==> src/rtl/format_encoder.sv <==
// format_encoder: three-stage posit encoder.
// Packs sign, signed regime k, exponent and hidden-bit mantissa into a
// WIDTH-bit posit with round-to-nearest-even. Valid/ready on both sides with
// a single global advance; NaR and zero flags ride the pipeline unrounded.
module format_encoder #(
    parameter int WIDTH = 7,
    parameter int EN    = 1,
    parameter int W_REG = $clog2(WIDTH) + 1,
    parameter int W_EXP = $clog2(WIDTH) + 1,
    parameter int W_MAN = WIDTH
) (
    input  logic                    clk,
    input  logic                    rst_n,
    input  logic                    in_valid,
    output logic                    in_ready,
    input  logic                    in_sign,
    input  logic signed [W_REG-1:0] in_regime,
    input  logic [W_EXP-1:0]        in_exponent,
    input  logic [W_MAN-1:0]        in_mantissa,
    input  logic                    in_zero,
    input  logic                    in_nar,
    output logic                    out_valid,
    input  logic                    out_ready,
    output logic [WIDTH-1:0]        out_posit
);

    // Body = posit magnitude without the sign bit.
    localparam int BW   = WIDTH - 1;
    // Tail = exponent field followed by the fraction (hidden bit dropped).
    localparam int TL   = EN + W_MAN - 1;
    // Work vector: tail plus enough room ahead of it for the longest regime.
    localparam int LEN  = TL + WIDTH;
    localparam int RL_W = $clog2(WIDTH + 1) + 1;

    // Hidden mantissa bit and exponent bits above EN carry no information.
    logic unused_bits;
    assign unused_bits = ^{in_mantissa[W_MAN-1], in_exponent[W_EXP-1:EN]};

    // Forces the body to the largest / smallest nonzero magnitude when the
    // regime alone is out of range; guard and sticky are cleared so rounding
    // leaves the saturated value untouched.
    function automatic logic [BW+1:0] saturate(input logic sat_max,
                                               input logic sat_min,
                                               input logic [BW+1:0] raw);
        if (sat_max) return {{BW{1'b1}}, 2'b00};
        if (sat_min) return {{(BW-1){1'b0}}, 1'b1, 2'b00};
        return raw;
    endfunction

    // Round-to-nearest-even on the body, clamp into [minpos, maxpos] so a
    // finite input never becomes zero or NaR, then apply the sign.
    function automatic logic [WIDTH-1:0] round_pack(input logic neg,
                                                    input logic [BW-1:0] body,
                                                    input logic guard,
                                                    input logic sticky);
        logic [BW:0]      sum;
        logic [BW-1:0]    mag;
        logic [WIDTH-1:0] word;
        sum = {1'b0, body} + {{BW{1'b0}}, guard & (sticky | body[0])};
        if (sum[BW])
            mag = {BW{1'b1}};
        else if (sum[BW-1:0] == '0)
            mag = {{(BW-1){1'b0}}, 1'b1};
        else
            mag = sum[BW-1:0];
        word = {1'b0, mag};
        if (neg)
            word = ~word + {{(WIDTH-1){1'b0}}, 1'b1};
        return word;
    endfunction

    logic adv;

    logic vld_p1_q, vld_p2_q, vld_p3_q;

    logic             sign_p1_q, zero_p1_q, nar_p1_q;
    logic             sat_max_p1_q, sat_min_p1_q, neg_k_p1_q;
    logic [RL_W-1:0]  rl_p1_q;
    logic [TL-1:0]    tail_p1_q;

    logic             sign_p2_q, zero_p2_q, nar_p2_q;
    logic [BW-1:0]    body_p2_q;
    logic             guard_p2_q, sticky_p2_q;

    logic [WIDTH-1:0] posit_p3_q;

    int               k_int;
    logic             sat_max_d, sat_min_d, neg_k_d;
    logic [RL_W-1:0]  rl_d;
    logic [TL-1:0]    tail_d;

    logic [LEN-1:0]   v;
    logic [BW-1:0]    body_d;
    logic             guard_d, sticky_d;

    logic [WIDTH-1:0] posit_d;

    // Whole pipeline moves together whenever the output slot is free.
    assign adv       = ~vld_p3_q | out_ready;
    assign in_ready  = adv;
    assign out_valid = vld_p3_q;
    assign out_posit = posit_p3_q;

    // ---- stage 0 -> 1: saturation detect and regime run length ----
    // Classify k and compute the regime run length including its terminator.
    always_comb begin
        k_int     = int'(in_regime);
        sat_max_d = (k_int >= WIDTH - 2);
        sat_min_d = (k_int <= -(WIDTH - 1));
        neg_k_d   = (k_int < 0);
        if (sat_max_d || sat_min_d)
            rl_d = RL_W'(2);
        else if (neg_k_d)
            rl_d = RL_W'(1 - k_int);
        else
            rl_d = RL_W'(k_int + 2);
        tail_d = {in_exponent[EN-1:0], in_mantissa[W_MAN-2:0]};
    end

    // ---- stage 1 -> 2: assemble regime + tail, split body/guard/sticky ----
    // Tail is shifted behind the regime run; the regime pattern is OR-ed on top.
    always_comb begin
        v = {tail_p1_q, {WIDTH{1'b0}}} >> rl_p1_q;
        if (neg_k_p1_q)
            v = v | ({1'b1, {(LEN-1){1'b0}}} >> (rl_p1_q - RL_W'(1)));
        else
            v = v | ~({LEN{1'b1}} >> (rl_p1_q - RL_W'(1)));
        {body_d, guard_d, sticky_d} = saturate(sat_max_p1_q, sat_min_p1_q,
                                               {v[LEN-1 -: BW], v[LEN-1-BW], |v[LEN-2-BW:0]});
    end

    // ---- stage 2 -> 3: rounding, sign and special-value override ----
    // NaR wins over zero, both win over the rounded field value.
    always_comb begin
        if (nar_p2_q)
            posit_d = {1'b1, {BW{1'b0}}};
        else if (zero_p2_q)
            posit_d = '0;
        else
            posit_d = round_pack(sign_p2_q, body_p2_q, guard_p2_q, sticky_p2_q);
    end

    // Stage valids and the output word; reset flushes every in-flight word.
    always_ff @(posedge clk or negedge rst_n) begin
        if (!rst_n) begin
            vld_p1_q   <= 1'b0;
            vld_p2_q   <= 1'b0;
            vld_p3_q   <= 1'b0;
            posit_p3_q <= '0;
        end else if (adv) begin
            vld_p1_q   <= in_valid;
            vld_p2_q   <= vld_p1_q;
            vld_p3_q   <= vld_p2_q;
            posit_p3_q <= posit_d;
        end
    end

    // Datapath registers for stages 1 and 2; qualified by the valids above.
    always_ff @(posedge clk) begin
        if (adv) begin
            sign_p1_q    <= in_sign;
            zero_p1_q    <= in_zero;
            nar_p1_q     <= in_nar;
            sat_max_p1_q <= sat_max_d;
            sat_min_p1_q <= sat_min_d;
            neg_k_p1_q   <= neg_k_d;
            rl_p1_q      <= rl_d;
            tail_p1_q    <= tail_d;

            sign_p2_q    <= sign_p1_q;
            zero_p2_q    <= zero_p1_q;
            nar_p2_q     <= nar_p1_q;
            body_p2_q    <= body_d;
            guard_p2_q   <= guard_d;
            sticky_p2_q  <= sticky_d;
        end
    end

endmodule
==> config.mk <==
export PLATFORM = sky130hd
export DESIGN_NAME = format_encoder
export DESIGN_NICKNAME = d
export VERILOG_FILES = /design/src/rtl/format_encoder.sv
export SDC_FILE = /design/constraint.sdc
export NUM_CORES = 1
export LEC_CHECK = 0
export ABC_AREA = 1
export CORE_MARGIN = 1.5
export CORE_UTILIZATION = 37
export CTS_CLUSTER_DIAMETER = 60
export DETAILED_ROUTE_END_ITERATION = 6
export GPL_TIMING_DRIVEN = 0
export PLACE_DENSITY_LB_ADDON = 0.08
export SETUP_SLACK_MARGIN = 0.3
export SLEW_MARGIN = 5
export SYNTH_ARGS = -nofsm -noshare
export SYNTH_HDL_FRONTEND = slang
export SYNTH_SLANG_ARGS = --single-unit
export TNS_END_PERCENT = 20
==> constraint.sdc <==
create_clock -name clk -period 2.5 [get_ports clk]
set_input_delay 0.375 -clock clk [delete_from_list [all_inputs] [get_ports clk]]
set_output_delay 0.375 -clock clk [all_outputs]
set_load 0.005 [all_outputs]
==> flow_summary.yaml, run 1 <==
critical_path:
  startpoint_type: "flop"
  crit_required_ps: 2710
  crit_fanout: 5
  endpoint_kind: "flop"
  crit_path_max_incr_delay_ps: 390
  worst_ep_arrival_time_ps: 2400
  path_common_cell: "nand2_2"
  path_cells: "o21a_1, ha_4, ha_4, inv_2, nand2_2, nand2_2, nand2_2, nor2_2, nand3_2, nand2_2, inv_2, ha_4, nand3_4, nand2_2, xnor2_2, o21ai_1"
  crit_start: "body_p2_q[0]$_SDFFCE_PP1P_"
  rr_startpoint: "body_p2_q[0]$_SDFFCE_PP1P_"
  critPathKind: "flop to flop"
  worst_path_max_delay_cell: "edfxtp_1"
floorplan:
  top_level_ports: 31
  die_area_sq_mm: 0.00690
  die_x_um: 83.1
  start_util_pct: 39.1
  fp-row-count: 28
  dieHeight_um: 83.1
  core-area_sq_mm: 0.00606
route:
  routed_wl_mm: 4.62
  top_layer_used: "met4"
  drtIter0Drc: 88
  ant_nets: 0
  vias_per_cell: 4.81
  num_vias: 1879
  wl_met3_um: 149
  wl_met2_mm: 2.10
  met1_length_mm: 2.34
  drc: 0
  post_drt_wl_per_cell_um: 11.8
  drt_pass1_iterations: 4
synthesis:
  synth_fp_nets: 313
  synth_area_leaders: "edfxtp_1 35%, nand2_1 13%, dfrtp_1 11%"
  yosysWarnings: 0
  syn_avg_cell_area_sq_um: 8.56
  async_flop_share_pct: 26.3
  ys_seq_elements: 38
  synth-edff-count: 28
  ys.flop_type: "edfxtp_1"
  synth_top_cell_by_area: "edfxtp_1"
  ys_types: 35
  netlist_area_sq_mm: 0.00237
  synth_seq_area_share_pct: 46.0
  syn_inst: 277
  yosysTopAreaCellShare_pct: 35.5
placement:
  dp_hpwl_mm: 3.47
  routabilityCongestion: 0.864
  portBuffers: 26
cts:
  clock_path_buffers: 2
  htree_levels: 2
  clkLatencyLatePin_ps: 280
  clk_pin_slew_ps: 80
  clock-sinks: 38
  tritoncts: "yes"
  root_buffer: "clkbuf_8"
  cts_buffers: 5
sta:
  relSlewSlack_pct: 55.3
  finalMaxSlewViolations: 0
  final.min_clock_period_ps: 2190
  hold_viol_final: 0
  clock_skew_ps: 11.5
  tightest_slew_ps: 667
  rsz0062_at_grt: "yes"
  setup_viol: 0
  period_share_pct: 87.6
  max_freq_ghz: 0.457
  hold_ws_ps: 408
global_routing:
  grt_pass1_wl_mm: 8.26
  grt_pass1_vias: 1860
  grt_overflow: 0
  antenna_found_initial: 0
  grt_start_max_net_pins: 18
  track_usage_pct: 14.3
outcome:
  status: "finished clean"
finish:
  final_util_pct: 49.7
  final_common_cell: "nand2_1"
  area_delta_synth_final_pct: 27.0
  antennaDiodeCount: 0
  drive_gt1_share_pct: 17.4
  layout_common_cells: "75 x nand2_1, 28 x edfxtp_1, 26 x clkdlybuf4s50_1, 25 x nand3_1, 24 x inv_1"
  nNetsFinal: 351
worst_hold_path:
  hp-class: "input port to async pin"
power:
  vdd_drop_max_mv: 0.413
  power.density_mw_per_mm2: 973
  cellLeakagePower_nw: 1.29
flow_run:
  maxCapViolCount: 0
## power breakdown
part / internal [mW] / total (mW) / switching [mW]
Clock: 0.400 / 0.611 / 0.211
Sequential: 0.892 / 1.00 / 0.108
Combinational: 0.566 / 1.32 / 0.753
Total: 1.86 / 2.93 / 1.07
## cell usage after synthesis, drive strengths merged, types with 2 or more instances
cell type and instances:
inv 30, buf 4, edfxtp 28, nand2 83, xor2 2, nor2 23, ha 14, nand3 30
nor3 3, o21ai 23, nand4 4, a21oi 6, dfrtp 10, o21a 4
## area by class of cell
| class | instances | area (sq um) |
|---|---|---|
| Clock buffer | 5 | 68.8 |
| Timing Repair inverter | 1 | 5.00 |
| Timing Repair Buffer | 30 | 290 |
| Multi-Input combinational cell | 204 | 1220 |
| Inverter | 30 | 121 |
| Sequential cell | 38 | 1090 |
| Tap cell | 75 | 93.8 |
| Clock inverter | 3 | 68.8 |
| Buffer | 5 | 48.8 |
| Fill cell | 597 | 3050 |
## sequential cells by signal, indices dropped and copies added, names as in the netlist
name,cells
zero_p1_q,1
body_p2_q,6
sticky_p2_q,1
rl_p1_q,4
nar_p1_q,1
tail_p1_q,7
nar_p2_q,1
vld_p1_q,1
sign_p1_q,1
neg_k_p1_q,1
zero_p2_q,1
sign_p2_q,1
vld_p2_q,1
sat_max_p1_q,1
out_valid,1
sat_min_p1_q,1
out_posit,7
guard_p2_q,1
## path summary, 6_finish.rpt
kind	slack [ps]	end	cells after the start
min in group clk	420	nar_p2_q$_DFFE_PP_	0
hold reg to reg	420	nar_p2_q$_DFFE_PP_	0
setup / recovery	310	out_posit[4]$_DFFE_PN0P_	16
setup reg to reg	310	out_posit[4]$_DFFE_PN0P_	16
max in group asynchronous	1780	out_posit[4]$_DFFE_PN0P_	1
hold / removal	410	out_posit[3]$_DFFE_PN0P_	1
## cell families after synthesis
| family | count (synthesis) | share of synthesized area, % |
|---|---|---|
| DFF | 38 | 46.0 |
| and+or+nand+nor | 145 | 27.1 |
| adders and majority gates | 14 | 7.39 |
| AOI/OAI and AO/OA | 41 | 10.9 |
| buffers and inverters | 35 | 7.02 |
| xor gates and xnor gates | 3 | 1.11 |
| muxes | 1 | 0.422 |
## worst max-delay path: cells and delay by family, from the launching register on
family	cells	cell delay [ps]
AND/OR/NAND/NOR	8	620
AO/OA/AOI/OAI	2	360
buffers and inverters	2	100
XOR/XNOR	1	140
flip-flops	1	390
adder cells (fa/ha/maj)	3	520
## repair_timing
action | 4_1_cts | 5_1_grt
buffers inserted | 4 | 0
gates resized for setup | 11 | 16
cloned | 1 | 0
setup endpoints to repair | 12 | 5
pin swaps | 3 | 9
hold buffers | 0 | 0
## layer usage
metal | GRT usage (%) | up-vias
li1 | - | 1008
met1 | 19.8 | 840
met2 | 23.7 | 29
met3 | 2.68 | 2
met4 | 2.27 | 0
met5 | 0 | -
## per-stage QoR
step,cell area [sq um],setup WS [ps],cells,TNS (ps),power [mW]
5_1_grt,3010,139,391,0,3.18
6_report,3010,310,391,0,2.93
2_1_floorplan,2370,328,277,0,1.79
3_5_place_dp,2730,-491,378,-491,2.13
3_3_place_gp,2730,-506,378,-525,2.13
4_1_cts,2940,239,391,0,2.82
(Power assumes the default switching activity.)
==> run 2: changes to the inputs <==
- SKIP_LAST_GASP: default -> 1
==> results of run 2 <==
Final layout, timing and power as in run 1 (identical DEF).
